$ cat config.mk
export PLATFORM = sky130hd
export DESIGN_NAME = pcs_rx_sync_decode
export DESIGN_NICKNAME = d
export VERILOG_FILES = /design/src/rtl/pcs_rx_sync_decode_pkg.sv /design/src/rtl/pcs_rx_decode_lut.sv /design/src/rtl/pcs_rx_sync_decode.sv
export SDC_FILE = /design/constraint.sdc
export NUM_CORES = 1
export LEC_CHECK = 0
export CORE_ASPECT_RATIO = 1.5
export CORE_UTILIZATION = 63
export DETAILED_ROUTE_END_ITERATION = 12
export PLACE_DENSITY = 0.84
export SYNTH_ARGS = -nofsm -noshare
export SYNTH_HDL_FRONTEND = slang
export SYNTH_SLANG_ARGS = --single-unit
$ cat constraint.sdc
create_clock -name GTX_CLK -period 3.78 [get_ports GTX_CLK]
set_input_delay 0.567 -clock GTX_CLK [delete_from_list [all_inputs] [get_ports GTX_CLK]]
set_output_delay 0.567 -clock GTX_CLK [all_outputs]
set_load 0.02 [all_outputs]
$ cat src/rtl/pcs_rx_sync_decode_pkg.sv
// Shared 8B/10B code tables, comma patterns, sync state encodings and
// running-disparity helpers for the PCS receive decoder and sync FSM.
package pcs_rx_sync_decode_pkg;

    // Bits a..g of the two comma forms
    localparam logic [6:0] COMMA_POS = 7'b0011111;
    localparam logic [6:0] COMMA_NEG = 7'b1100000;

    // K28 6b sub-block in the RD- column
    localparam logic [5:0] K28_6B = 6'b001111;

    typedef enum logic [3:0] {
        LOSS_OF_SYNC,
        COMMA_DETECT_1,
        ACQUIRE_SYNC_1,
        COMMA_DETECT_2,
        ACQUIRE_SYNC_2,
        COMMA_DETECT_3,
        SYNC_ACQUIRED_1,
        SYNC_ACQUIRED_2,
        SYNC_ACQUIRED_2A,
        SYNC_ACQUIRED_3,
        SYNC_ACQUIRED_3A,
        SYNC_ACQUIRED_4,
        SYNC_ACQUIRED_4A
    } sync_state_t;

    // rd_col[0]: found in RD- column, rd_col[1]: found in RD+ column
    typedef struct packed {
        logic       valid;
        logic [1:0] rd_col;
        logic       is_k;
        logic [7:0] octet;
    } lut_out_t;

    typedef struct packed {
        logic       found;
        logic       is_k;
        logic [7:0] octet;
    } col_hit_t;

    // 5b/6b code (abcdei) for the RD- column
    function automatic logic [5:0] enc6_neg(input logic [4:0] x);
        logic [5:0] c;
        unique case (x)
            5'd0:  c = 6'b100111;
            5'd1:  c = 6'b011101;
            5'd2:  c = 6'b101101;
            5'd3:  c = 6'b110001;
            5'd4:  c = 6'b110101;
            5'd5:  c = 6'b101001;
            5'd6:  c = 6'b011001;
            5'd7:  c = 6'b111000;
            5'd8:  c = 6'b111001;
            5'd9:  c = 6'b100101;
            5'd10: c = 6'b010101;
            5'd11: c = 6'b110100;
            5'd12: c = 6'b001101;
            5'd13: c = 6'b101100;
            5'd14: c = 6'b011100;
            5'd15: c = 6'b010111;
            5'd16: c = 6'b011011;
            5'd17: c = 6'b100011;
            5'd18: c = 6'b010011;
            5'd19: c = 6'b110010;
            5'd20: c = 6'b001011;
            5'd21: c = 6'b101010;
            5'd22: c = 6'b011010;
            5'd23: c = 6'b111010;
            5'd24: c = 6'b110011;
            5'd25: c = 6'b100110;
            5'd26: c = 6'b010110;
            5'd27: c = 6'b110110;
            5'd28: c = 6'b001110;
            5'd29: c = 6'b101110;
            5'd30: c = 6'b011110;
            default: c = 6'b101011;
        endcase
        return c;
    endfunction

    // RD+ form is the complement when the code is unbalanced or D.7
    function automatic logic [5:0] enc6(
        input logic [4:0] x,
        input logic       rd_pos
    );
        logic [5:0] c;
        c = enc6_neg(x);
        if (rd_pos && (($countones(c) != 3) || (x == 5'd7)))
            c = ~c;
        return c;
    endfunction

    // 3b/4b code (fghj) given RD entering the 4b sub-block.
    // Balanced data codes are RD-independent except y=3; K codes
    // always flip with RD.
    function automatic logic [3:0] enc4(
        input logic [2:0] y,
        input logic       r6_pos,
        input logic       k,
        input logic       alt7
    );
        logic [3:0] b;
        logic       dep;
        unique case (y)
            3'd0: b = 4'b0100;
            3'd1: b = 4'b1001;
            3'd2: b = 4'b0101;
            3'd3: b = 4'b0011;
            3'd4: b = 4'b0010;
            3'd5: b = 4'b1010;
            3'd6: b = 4'b0110;
            default: b = (k || alt7) ? 4'b1000 : 4'b0001;
        endcase
        dep = k || (y == 3'd0) || (y == 3'd3)
            || (y == 3'd4) || (y == 3'd7);
        return (dep && !r6_pos) ? ~b : b;
    endfunction

    function automatic logic rd_6b(
        input logic [5:0] c,
        input logic       rd
    );
        logic r;
        r = rd;
        if ($countones(c) > 3)       r = 1'b1;
        else if ($countones(c) < 3)  r = 1'b0;
        else if (c == 6'b000111)     r = 1'b1;
        else if (c == 6'b111000)     r = 1'b0;
        return r;
    endfunction

    function automatic logic rd_4b(
        input logic [3:0] c,
        input logic       rd
    );
        logic r;
        r = rd;
        if ($countones(c) > 2)       r = 1'b1;
        else if ($countones(c) < 2)  r = 1'b0;
        else if (c == 4'b0011)       r = 1'b1;
        else if (c == 4'b1100)       r = 1'b0;
        return r;
    endfunction

    function automatic logic is_comma(input logic [9:0] cg);
        return (cg[9:3] == COMMA_POS) || (cg[9:3] == COMMA_NEG);
    endfunction

endpackage

$ cat src/rtl/pcs_rx_decode_lut.sv
// Combinational 10B -> {valid, rd_col, is_k, octet} lookup over both
// RD columns.  Ports: code_group (abcdei fghj), lut (decode result).
module pcs_rx_decode_lut
    import pcs_rx_sync_decode_pkg::*;
(
    input  logic [9:0] code_group,
    output lut_out_t   lut
);

    // Membership test for one RD column: match the 6b sub-block, then
    // re-encode the 4b sub-block with the RD left by the 6b block.
    function automatic col_hit_t col_search(
        input logic [9:0] cg,
        input logic       rd_pos
    );
        col_hit_t   h;
        logic [5:0] c6;
        logic [3:0] c4;
        logic [4:0] x;
        logic       f6;
        logic       k28;
        logic       r6;
        logic       alt7;
        logic       kx;
        h   = '0;
        c6  = cg[9:4];
        c4  = cg[3:0];
        f6  = 1'b0;
        x   = 5'd0;
        k28 = (c6 == (rd_pos ? ~K28_6B : K28_6B));
        for (int i = 0; i < 32; i++) begin
            if (enc6(5'(i), rd_pos) == c6) begin
                f6 = 1'b1;
                x  = 5'(i);
            end
        end
        if (k28) begin
            f6 = 1'b1;
            x  = 5'd28;
        end
        r6   = rd_6b(c6, rd_pos);
        // D.x.A7 avoids a run of five in the alternate 4b form
        alt7 = r6 ? (x == 5'd11 || x == 5'd13 || x == 5'd14)
                  : (x == 5'd17 || x == 5'd18 || x == 5'd20);
        kx   = k28 || (x == 5'd23) || (x == 5'd27)
            || (x == 5'd29) || (x == 5'd30);
        for (int j = 0; j < 8; j++) begin
            if (f6 && !k28
                && enc4(3'(j), r6, 1'b0, alt7) == c4) begin
                h.found = 1'b1;
                h.is_k  = 1'b0;
                h.octet = {3'(j), x};
            end
            if (f6 && kx && (k28 || j == 7)
                && enc4(3'(j), r6, 1'b1, 1'b0) == c4) begin
                h.found = 1'b1;
                h.is_k  = 1'b1;
                h.octet = {3'(j), x};
            end
        end
        return h;
    endfunction

    col_hit_t hit_neg;
    col_hit_t hit_pos;

    always_comb begin
        hit_neg    = col_search(code_group, 1'b0);
        hit_pos    = col_search(code_group, 1'b1);
        lut.valid  = hit_neg.found || hit_pos.found;
        lut.rd_col = {hit_pos.found, hit_neg.found};
        lut.is_k   = hit_neg.found ? hit_neg.is_k : hit_pos.is_k;
        lut.octet  = hit_neg.found ? hit_neg.octet : hit_pos.octet;
    end

endmodule

$ cat src/rtl/pcs_rx_sync_decode.sv
// PCS receive 8B/10B decoder with running disparity and link sync FSM.
// Inputs: GTX_CLK, mr_main_reset (async, high), rx_code_group_10b,
// rx_cg_valid.  Outputs: code_group_8b, rx_is_k, rx_code_error,
// rx_even, rx_dv, sync_status; code_err_count when PCS_RX_ERR_CNT_EN
// is defined.
module pcs_rx_sync_decode
    import pcs_rx_sync_decode_pkg::*;
#(
    parameter int GOOD_CGS_MAX = 3
`ifdef PCS_RX_ERR_CNT_EN
    ,
    parameter int CNT_W = 16
`endif
) (
    input  logic       GTX_CLK,
    input  logic       mr_main_reset,
    input  logic [9:0] rx_code_group_10b,
    input  logic       rx_cg_valid,
    output logic [7:0] code_group_8b,
    output logic       rx_is_k,
    output logic       rx_code_error,
    output logic       rx_even,
    output logic       rx_dv,
    output logic       sync_status
`ifdef PCS_RX_ERR_CNT_EN
    ,
    output logic [CNT_W-1:0] code_err_count
`endif
);

    lut_out_t    lut;
    sync_state_t state;
    sync_state_t state_nx;
    logic [1:0]  good_cgs;
    logic [1:0]  good_cgs_nx;
    logic        rd_pos;
    logic        rd_mid;
    logic        rd_next;
    logic        comma;
    logic        cg_bad;
    logic        cg_data;
    logic        disp_err;
    logic        code_err;
    logic        even_nx;
    logic        sync_nx;

    pcs_rx_decode_lut u_lut (
        .code_group (rx_code_group_10b),
        .lut        (lut)
    );

    assign comma    = is_comma(rx_code_group_10b);
    assign cg_bad   = !lut.valid || (comma && rx_even);
    assign cg_data  = lut.valid && !lut.is_k;
    assign disp_err = lut.valid
        && !(rd_pos ? lut.rd_col[1] : lut.rd_col[0]);
    assign code_err = !lut.valid || disp_err;
    assign rd_mid   = rd_6b(rx_code_group_10b[9:4], rd_pos);
    assign rd_next  = rd_4b(rx_code_group_10b[3:0], rd_mid);

    function automatic logic [1:0] gc_inc(input logic [1:0] g);
        return (g == 2'b11) ? g : g + 2'd1;
    endfunction

    always_comb begin
        state_nx    = state;
        good_cgs_nx = 2'd0;
        unique case (state)
            LOSS_OF_SYNC:
                if (comma) state_nx = COMMA_DETECT_1;
            COMMA_DETECT_1:
                state_nx = cg_data ? ACQUIRE_SYNC_1 : LOSS_OF_SYNC;
            COMMA_DETECT_2:
                state_nx = cg_data ? ACQUIRE_SYNC_2 : LOSS_OF_SYNC;
            COMMA_DETECT_3:
                state_nx = cg_data ? SYNC_ACQUIRED_1 : LOSS_OF_SYNC;
            ACQUIRE_SYNC_1:
                if (cg_bad)                state_nx = LOSS_OF_SYNC;
                else if (comma && !rx_even) state_nx = COMMA_DETECT_2;
            ACQUIRE_SYNC_2:
                if (cg_bad)                state_nx = LOSS_OF_SYNC;
                else if (comma && !rx_even) state_nx = COMMA_DETECT_3;
            SYNC_ACQUIRED_1:
                if (cg_bad) state_nx = SYNC_ACQUIRED_2;
            SYNC_ACQUIRED_2:
                if (cg_bad) state_nx = SYNC_ACQUIRED_3;
                else begin
                    state_nx    = SYNC_ACQUIRED_2A;
                    good_cgs_nx = 2'd1;
                end
            SYNC_ACQUIRED_3:
                if (cg_bad) state_nx = SYNC_ACQUIRED_4;
                else begin
                    state_nx    = SYNC_ACQUIRED_3A;
                    good_cgs_nx = 2'd1;
                end
            SYNC_ACQUIRED_4:
                if (cg_bad) state_nx = LOSS_OF_SYNC;
                else begin
                    state_nx    = SYNC_ACQUIRED_4A;
                    good_cgs_nx = 2'd1;
                end
            SYNC_ACQUIRED_2A:
                if (cg_bad) state_nx = SYNC_ACQUIRED_3;
                else if (good_cgs == 2'(GOOD_CGS_MAX))
                    state_nx = SYNC_ACQUIRED_1;
                else good_cgs_nx = gc_inc(good_cgs);
            SYNC_ACQUIRED_3A:
                if (cg_bad) state_nx = SYNC_ACQUIRED_4;
                else if (good_cgs == 2'(GOOD_CGS_MAX))
                    state_nx = SYNC_ACQUIRED_2;
                else good_cgs_nx = gc_inc(good_cgs);
            SYNC_ACQUIRED_4A:
                if (cg_bad) state_nx = LOSS_OF_SYNC;
                else if (good_cgs == 2'(GOOD_CGS_MAX))
                    state_nx = SYNC_ACQUIRED_3;
                else good_cgs_nx = gc_inc(good_cgs);
            default:
                state_nx = LOSS_OF_SYNC;
        endcase
    end

    // A comma-detect state always marks the group just taken as even
    assign even_nx = (state_nx inside {COMMA_DETECT_1,
        COMMA_DETECT_2, COMMA_DETECT_3}) ? 1'b1 : !rx_even;

    assign sync_nx = state_nx inside {SYNC_ACQUIRED_1,
        SYNC_ACQUIRED_2, SYNC_ACQUIRED_2A,
        SYNC_ACQUIRED_3, SYNC_ACQUIRED_3A,
        SYNC_ACQUIRED_4, SYNC_ACQUIRED_4A};

    always_ff @(posedge GTX_CLK or posedge mr_main_reset) begin
        if (mr_main_reset) begin
            code_group_8b <= 8'd0;
            rx_is_k       <= 1'b0;
            rx_code_error <= 1'b0;
            rx_even       <= 1'b0;
            rx_dv         <= 1'b0;
            sync_status   <= 1'b0;
            rd_pos        <= 1'b0;
            state         <= LOSS_OF_SYNC;
            good_cgs      <= 2'd0;
        end else begin
            rx_dv <= rx_cg_valid;
            if (rx_cg_valid) begin
                code_group_8b <= lut.octet;
                rx_is_k       <= lut.is_k;
                rx_code_error <= code_err;
                rx_even       <= even_nx;
                sync_status   <= sync_nx;
                rd_pos        <= rd_next;
                state         <= state_nx;
                good_cgs      <= good_cgs_nx;
            end
        end
    end

`ifdef PCS_RX_ERR_CNT_EN
    // Restart counting at each new sync attempt
    always_ff @(posedge GTX_CLK or posedge mr_main_reset) begin
        if (mr_main_reset) begin
            code_err_count <= '0;
        end else if (rx_cg_valid) begin
            if (state == LOSS_OF_SYNC && state_nx == COMMA_DETECT_1)
                code_err_count <= '0;
            else if (code_err && code_err_count != '1)
                code_err_count <= code_err_count + 1'b1;
        end
    end
`endif

endmodule

==> reports/results.txt, run 1 <==
Clk buf depth - 2
Die Wd - 70.7 um
Area share of the largest cell type after synthesis - 11.2%
Seq cells post-synth - 20
Total grt overflow - 247
H-tree levels - 1
CTS Sinks - 20
RePlAce Congestion - 1.08
Site Rows - 37
Largest net degree at the start of global routing - 22
Syn Inst Count - 649
Die height - 105 um
Inserted Clock Buffers - 3
Synth Net Count - 689
Error message - [ERROR GRT-0116] Global routing finished with congestion. Check the congestion regions in the DRC Viewer.
Pre-CTS setup slack - -1.33 ns
Number of global-route vias before repair - 8910
# IOs - 26
Yosys top cell by area - dfrtp_1
EDFF count, synth - 0
Post-Syn Area - 0.00445 mm2
GRT Overall Usage - 85.0%
Post-DP HPWL - 13800 um
Synth top area cells - dfrtp_1 11%, ha_1 6.7%, nand2_1 6.3%
Post-synthesis cell type count - 85
First-pass GRT wire length - 50100 um
Status - did not finish
Placed inst area - 0.00593 mm2
Primary flip-flop cell chosen by synthesis mapping - dfrtp_1
Sequential area share after synthesis - 11.2%
Stage reached - global routing
Mean Syn Cell Area - 6.86 um2
Port Buf Inserts - 25
Clock Tree Root - clkbuf_8
Ys async rst share - 100%
Initial Utilization - 65.0%
Synth warn - 0
stage by stage:
| step | setup TNS (ns) | cells | utilization [%] |
|---|---|---|---|
| 2_1_floorplan | -2.21 | 649 | - |
| 3_3_place_gp | -15.78 | 863 | 86.5 |
| 3_5_place_dp | -17.98 | 863 | 86.5 |
| 4_1_cts | -1.65 | 883 | 97.0 |
metal layers:
layer | GRT usage (%) | overflow
met5 | 17.0 | 0
met4 | 95.3 | 80
met3 | 60.9 | 0
met2 | 107 | 164
met1 | 82.5 | 3
cells in the mapped netlist (all sizes together) (4+ instances only):
library cell  instances
nand2                75
nor2                 57
nand3                48
a21oi                43
o21ai                42
buf                  31
inv                  26
ha                   24
clkbuf               21
dfrtp                20
a22o                 14
and2                 14
nor3                 14
a211oi               12
and3                 11
a21o                  9
a31oi                 9
nand4                 9
a22oi                 8
o211ai                8
a32oi                 7
nand2b                7
o2bb2ai               7
o32ai                 7
a211o                 6
a21boi                6
a221oi                6
nor4                  6
o221ai                6
o22ai                 6
mux2                  5
nor2b                 5
o311ai                5
o31ai                 5
or2                   5
nand3b                4
o31a                  4
what timing repair did:
item,4_1_cts
pin swaps,50
resized for setup,142
hold buffers,0
setup endpoints to repair,18
buffers inserted,16
cell families after synthesis:
group           after synthesis  share of synthesized area (%)
simple gates                267                           29.6
compound gates              243                           39.7
buf+inv                      80                           8.60
fa+ha+maj                    27                           8.09
flops                        20                           11.2
mux                           8                           1.94
xor+xnor                      4                          0.787
==> run 2: changes to the inputs <==
Settings changed: CORE_ASPECT_RATIO 1.5 to default, CORE_UTILIZATION 63 to 40, PLACE_DENSITY 0.84 to default, PLACE_DENSITY_LB_ADDON from default to 0.15.
==> run 2 against run 1 <==
Effect of this change: the flow now finishes, with violations (DRC, setup timing); synthesized area unchanged; synthesized cell count unchanged.
==> reports/results.txt, run 2 <==
GRT Overall Usage - 31.5%
Crit path max fanout - 6
Routed wl met3 - 1150 um
Clock Latency Late Sink - 0.25 ns
Number of global-route vias before repair - 5905
Area grow syn2layout - 67.5%
Part of the power in registers - 19.7%
Synth top area cells - dfrtp_1 11%, ha_1 6.7%, nand2_1 6.3% (unchanged)
Final hold vios - 0
Final WL - 18500 um
RePlAce Congestion - 0.968 (was 1.08)
# IOs - 26 (unchanged)
Crit-path cells - buf_8, buf_6, ha_4, inv_4, fa_1, inv_2, ha_4, nand2_4, o2bb2ai_4, a21o_1, buf_6, mux2_4, nor2_4, nand2_1, or3_1, and3_4, a21o_1, buf_6, buf_4, o31ai_1, a211o_1
Site Rows - 38 (was 37)
Post-Syn Area - 0.00445 mm2 (unchanged)
Critical Path Most Common Cell - buf_6
Worst path slowest cell - fa_1
Most numerous cell in the Yosys netlist - nand2_1 (unchanged)
Clk buf depth - 2 (unchanged)
CTS clk-pin slew, worst paths - 0.07 ns
Hold WC Path Type - reg -> reg
Bufs and invs on worst path - 7
Primary flip-flop cell chosen by synthesis mapping - dfrtp_1 (unchanged)
ANT cells - 0
Synth top cells by count - 75 x nand2_1, 55 x nor2_1, 48 x nand3_1, 41 x a21oi_1, 38 x o21ai_0 (unchanged)
Failing checks - DRC, setup timing
DRT met1 WL - 8110 um
Final Cycle Share - 107%
Fmax - 247 MHz
Slowest stage delay, CP - 0.54 ns
Top reg by flops - code_group_8b
Fill count - 899
Synth warn - 0 (unchanged)
Crit path capture type - flop
Synth Net Count - 689 (unchanged)
Max cap viols - 0
H-tree levels - 1 (unchanged)
Syn Inst Count - 649 (unchanged)
WP data arrival - 4.25 ns
P per Cell Area - 255 mW/mm2
Setup violators final - 11
Max FFs per register - 8
Commonest non-fill, non-tap cell in the layout - buf_4
Total grt overflow - 0
Core Footprint - 0.0108 mm2
Initial Utilization - 41.1% (was 65.0%)
Sw Ratio - 46.1%
Die ar. - 0.0116 mm2
Crit path launch type - input pin
Static leakage - 0.00315 uW
Initial DRC count - 574
Clock Tree Root - clkbuf_8 (unchanged)
Slew HR - 41.7%
Die height - 108 um (was 105 um)
Area share of the largest cell type after synthesis - 11.2% (unchanged)
Most frequent cells in the layout - 208 x buf_4, 66 x nand2_1, 50 x nor2_1, 41 x nand3_1, 32 x a21oi_1
DRC - 2
Post-synthesis cell type count - 85 (unchanged)
Avg Vias per Cell - 6.12
Largest net degree at the start of global routing - 29
Mean Syn Cell Area - 6.86 um2 (unchanged)
Layout Utilization - 68.8%
Post-DP HPWL - 13700 um (was 13800 um)
Port Buf Inserts - 25 (unchanged)
Int Pwr - 1030 uW
Status - finished, violations left (was did not finish)
Final ANT Viol Nets - 0
Seq cells post-synth - 20 (unchanged)
Placed Cells incl. Taps - 961 (was 863)
CTS Sinks - 20 (unchanged)
Final Slew Violations - 0
Psw - 877 uW
CTS tree - built
RSZ-0062 raised after global routing - yes
Ys async rst share - 100% (unchanged)
Metal2 WL - 8810 um
Yosys top cell by area - dfrtp_1 (unchanged)
Inserted Clock Buffers - 3 (unchanged)
Initial antenna violation count - 0
Worst vdd ir - 0.000257 V
Crit Path Category - in -> reg
EDFF count, synth - 0 (unchanged)
Share of layout cells above drive strength 1 - 46.0%
Nets - 902
Clock share of power - 8.5%
Reg2reg setup slack - 1.38 ns
Top Registers - code_group_8b x8, state x4, good_cgs x2
First-pass GRT wire length - 29200 um
Final worst slack - -0.270 ns
WL/cell - 18.4 um
Critical path's top delay family - adder cells
Iteration count of the initial detailed-routing pass - 9
Clk_skew - 0.00107 ns
Die Wd - 108 um (was 70.7 um)
Gate power share - 71.9%
Sequential area share after synthesis - 11.2% (unchanged)
Worst Tran Pin Value - 0.865 ns
DR vias - 6123
CP Data Required Time - 3.98 ns
Shortest period the worst path allows - 4.05 ns
Top sig layer - met4
Fin cells - 1001
-- run 2: metal layers --
metal	vias up	track usage, %
met3	41	3.69
li1	2888	-
met5	-	0
met2	253	52.3
met4	0	8.41
met1	2941	42.8
-- run 2: worst paths after layout --
kind | startpoint | endpoint | cells past startpoint
max in group asynchronous | mr_main_reset | rx_even | 2
setup / recovery | rx_code_group_10b[4] | state[2] | 21
setup reg to reg | state[0] | state[2] | 6
hold reg to reg | code_group_8b[3] | code_group_8b[3] | 1
hold / removal | code_group_8b[3] | code_group_8b[3] | 1
min in group asynchronous | mr_main_reset | code_group_8b[7] | 2
-- run 2: what timing repair did --
item                                    in CTS  in global routing
endpoints found under the setup margin      18                 17
hold buffers                                 0                  0
gates resized for setup                    146                 68
setup buffers                               25                 12
pin swaps                                   44                 26
-- run 2: area by class of cell --
type                            instances  area [um2]  area share, %
Timing Repair Buffer                  260        2160           29.0
Tap cell                              140         175           2.35
Multi-Input combinational cell        549        4440           59.6
Sequential cell                        20         500           6.71
Inverter                               28         120           1.61
Clock buffer                            4        55.1          0.738
-- run 2: power groups by stage --
stage	clock (uW)	combinational, uW	sequential [uW]
detailed placement	0	1090	371
CTS	168	1250	369
floorplan	0	690	346
global route	178	1460	383
global placement	0	1070	370
finish	161	1370	375
-- run 2: kinds of logic after synthesis --
family                   after synthesis  synth area share, %
XOR/XNOR                               4                0.787
AO/OA/AOI/OAI                        243                 39.7
multiplexers                           8                 1.94
AND/OR/NAND/NOR                      267                 29.6
buffers and inverters                 80                 8.60
flip-flops                            20                 11.2
adder cells (fa/ha/maj)               27                 8.09
-- run 2: stage by stage --
| step | power, uW | instance area (um2) | hold slack, ns | TNS (ns) | worst slack (ns) |
|---|---|---|---|---|---|
| detailed placement | 1460 | 6280 | 0.489 | -16.66 | -1.14 |
| global placement | 1450 | 6280 | 0.487 | -16.06 | -1.08 |
| global route | 2020 | 7460 | 0.522 | -3.81 | -0.433 |
| CTS | 1780 | 7080 | 0.505 | -1.06 | -0.196 |
| floorplan | 1040 | 4610 | 0.484 | -2.21 | -0.471 |
| finish | 1900 | 7460 | 0.500 | -2.12 | -0.270 |
Power figures use the tool's default switching activity.
==> RTL edit: new RTL, settings of run 2 <==
The option `PCS_RX_ERR_CNT_EN` is turned on by a define.
--- a/src/rtl/pcs_rx_sync_decode.sv
+++ b/src/rtl/pcs_rx_sync_decode.sv
@@ -3,6 +3,8 @@
 // rx_cg_valid.  Outputs: code_group_8b, rx_is_k, rx_code_error,
 // rx_even, rx_dv, sync_status; code_err_count when PCS_RX_ERR_CNT_EN
 // is defined.
+`define PCS_RX_ERR_CNT_EN
+
 module pcs_rx_sync_decode
     import pcs_rx_sync_decode_pkg::*;
 #(
Formal check against the unedited RTL (old outputs only; new: code_err_count): no difference found for any inputs over 4 cycles, from zero or initial values and one cycle with mr_main_reset high; that may be too few to reach the edited logic, so the function may still have changed.
==> RTL edit against run 2 <==
- the flow finishes with violations (setup timing)
- power increased by 34%
- worst hold slack worse by 9.5 ps
- register-to-register slack got worse by 280 ps
- count of clock-buffer cells in the layout grew 4
- area after synthesis grew 18%
- sequential cell count rose by 16
- die area grew 18%
- wire length increased by 23%
- final area increased by 22%
- worst setup slack got worse by 330 ps
==> RTL edit: results (changes against run 2) <==
Status
  – Outcome: complete, but fails checks
  – Violations in the final reports: setup timing

Clocking
  – Register clock-pin slew on the reported worst setup and hold paths: 50 ps (-20 ps)
  – Number of H-tree branching levels: 2 (+1)
  – Number of buffers created by CTS: 5 (+2)
  – Clock Latency Late Sink: 280 ps (+30 ps)

Layout
  – Proportion of layout cells with a drive suffix above 1: 46.25% (+0.25 points)
  – Area of combinational cells with multiple inputs: 4835 sq um (+8.8%)
  – Number of nets in the final layout: 1039 (+15%)

Yosys
  – Area fraction of the dominant cell type after synthesis: 17.16% (+5.9 points)
  – Synth unique cells: 87 (+2.4%)
  – Synth cell count leaders: sky130_fd_sc_hd__nand2_1 (80), sky130_fd_sc_hd__nor2_1 (60), sky130_fd_sc_hd__nand3_1 (53)
  – Portion of the post-synthesis area used by sequential elements: 17.16% (+5.9 points)
  – Top cells by area in the synthesized netlist: sky130_fd_sc_hd__dfrtp_1 (17%), sky130_fd_sc_hd__ha_1 (6.0%), sky130_fd_sc_hd__nand2_1 (5.7%), sky130_fd_sc_hd__nand3_1 (5.1%), sky130_fd_sc_hd__a21oi_1 (5.0%)

Global route
  – Vias in the first global route: 6943 (+18%)
  – Largest net degree at the start of global routing: 37 (+28%)
  – GRT Overall Usage: 33.01% (+1.5 points)
  – Global-route wire length before repair: 35.40 mm (+21%)

STA
  – Worst slew margin relative to its limit: 65.25% (+24 points)
  – Clock skew: 8.839 ps (+7.764 ps)
  – Number of setup violations in the final report: 32 (+21)
  – Final setup margin: -602.0 ps (-332.2 ps)

Place
  – RD Place Congestion: 0.9715 (+0.32%)
  – PortBufs: 41 (+64%)
  – Post-placement worst setup slack: -1620 ps (-482.0 ps)

Worst setup path
  – Delay of the slowest cell on the worst path: 500 ps (-40 ps)
  – Critical-path top delay cell: sky130_fd_sc_hd__a2111oi_4
  – Data arrival time of the critical path: 4570 ps (+320 ps)

Routing
  – Number of search-and-repair iterations in the first detailed-routing pass: 5 (-4)
  – Detailed-routed wire length on met3: 1.395 mm (+21%)
  – Starting DRC count in detailed routing: 640 (+11%)
  – WL met2: 10.80 mm (+23%)
  – M1 WL: 9.357 mm (+15%)

Power
  – Static leakage: 4.001 nW (+27%)
  – Maximum ir drop on the vdd rail: 276.8 uV (+7.5%)
## RTL edit: metrics by stage
stage	setup TNS [ps]	instances	power (mW)
final	-13320	1171	2.550
after global routing	-17350	1171	2.690
after detailed placement	-44580	1109	1.827
after CTS	-11710	1152	2.403
after global placement	-41640	1109	1.806
after floorplan	-9245	723	1.296
## RTL edit: area by class of cell
type	count	share of cell area, %
tap	172	2.361
inverter	26	1.263
multi-input combinational	604	53.05
sequential	36	9.885
clock buffer	8	1.606
timing repair buffer	325	31.84
## RTL edit: timing repair
item | in CTS | in global routing
endpoints found under the setup margin | 34 | 34
hold buffers | 0 | 0
cloned | 3 | 2
buffers inserted | 33 | 19
pin swaps | 64 | 58
resized for setup | 152 | 91
## RTL edit: worst paths after layout
check                                              start                       endpoint  slack [ps]  cells after the start
max reg2reg                code_err_count[2]$_DFFE_PP0P_  code_err_count[8]$_DFFE_PP0P_        1100                     12
max                                 rx_code_group_10b[9]            rx_even$_DFFE_PP0P_        -600                     20
min in group asynchronous                  mr_main_reset  code_err_count[1]$_DFFE_PP0P_         720                      3
max in group asynchronous                  mr_main_reset   code_group_8b[7]$_DFFE_PP0P_        2730                      3
min reg2reg                 code_group_8b[0]$_DFFE_PP0P_   code_group_8b[0]$_DFFE_PP0P_         490                      1
min                         code_group_8b[0]$_DFFE_PP0P_   code_group_8b[0]$_DFFE_PP0P_         490                      1
## RTL edit: layer usage
| metal | up-vias | track usage (%) |
|---|---|---|
| met5 | - | 0 |
| met4 | 0 | 14.77 |
| met3 | 93 | 5.916 |
| met2 | 354 | 55.78 |
| met1 | 3381 | 40.91 |
| li1 | 3283 | - |
## RTL edit: kinds of logic (layout without fill, tap and decap cells)
kind of cell             after synthesis  after routing  synth area share, %
flip-flops                            36             36                17.16
AO/OA/AOI/OAI                        261            261                36.70
AND/OR/NAND/NOR                      298            299                28.34
XOR/XNOR                              12             12                2.002
buffers and inverters                 84            359                7.865
adder cells (fa/ha/maj)               28             28                7.102
multiplexers                           4              4               0.8341
## RTL edit: worst max-delay path, delay by kind of cell
kind	cells	cell delay [ps]
compound gates	10	2480
fa+ha+maj	1	180
buf+inv	5	540
mux	1	350
simple gates	3	430
## RTL edit: power breakdown
part,total [mW],switching (mW),internal [mW]
registers,0.569,0.109,0.459
clock network,0.408,0.146,0.263
logic,1.57,0.794,0.779
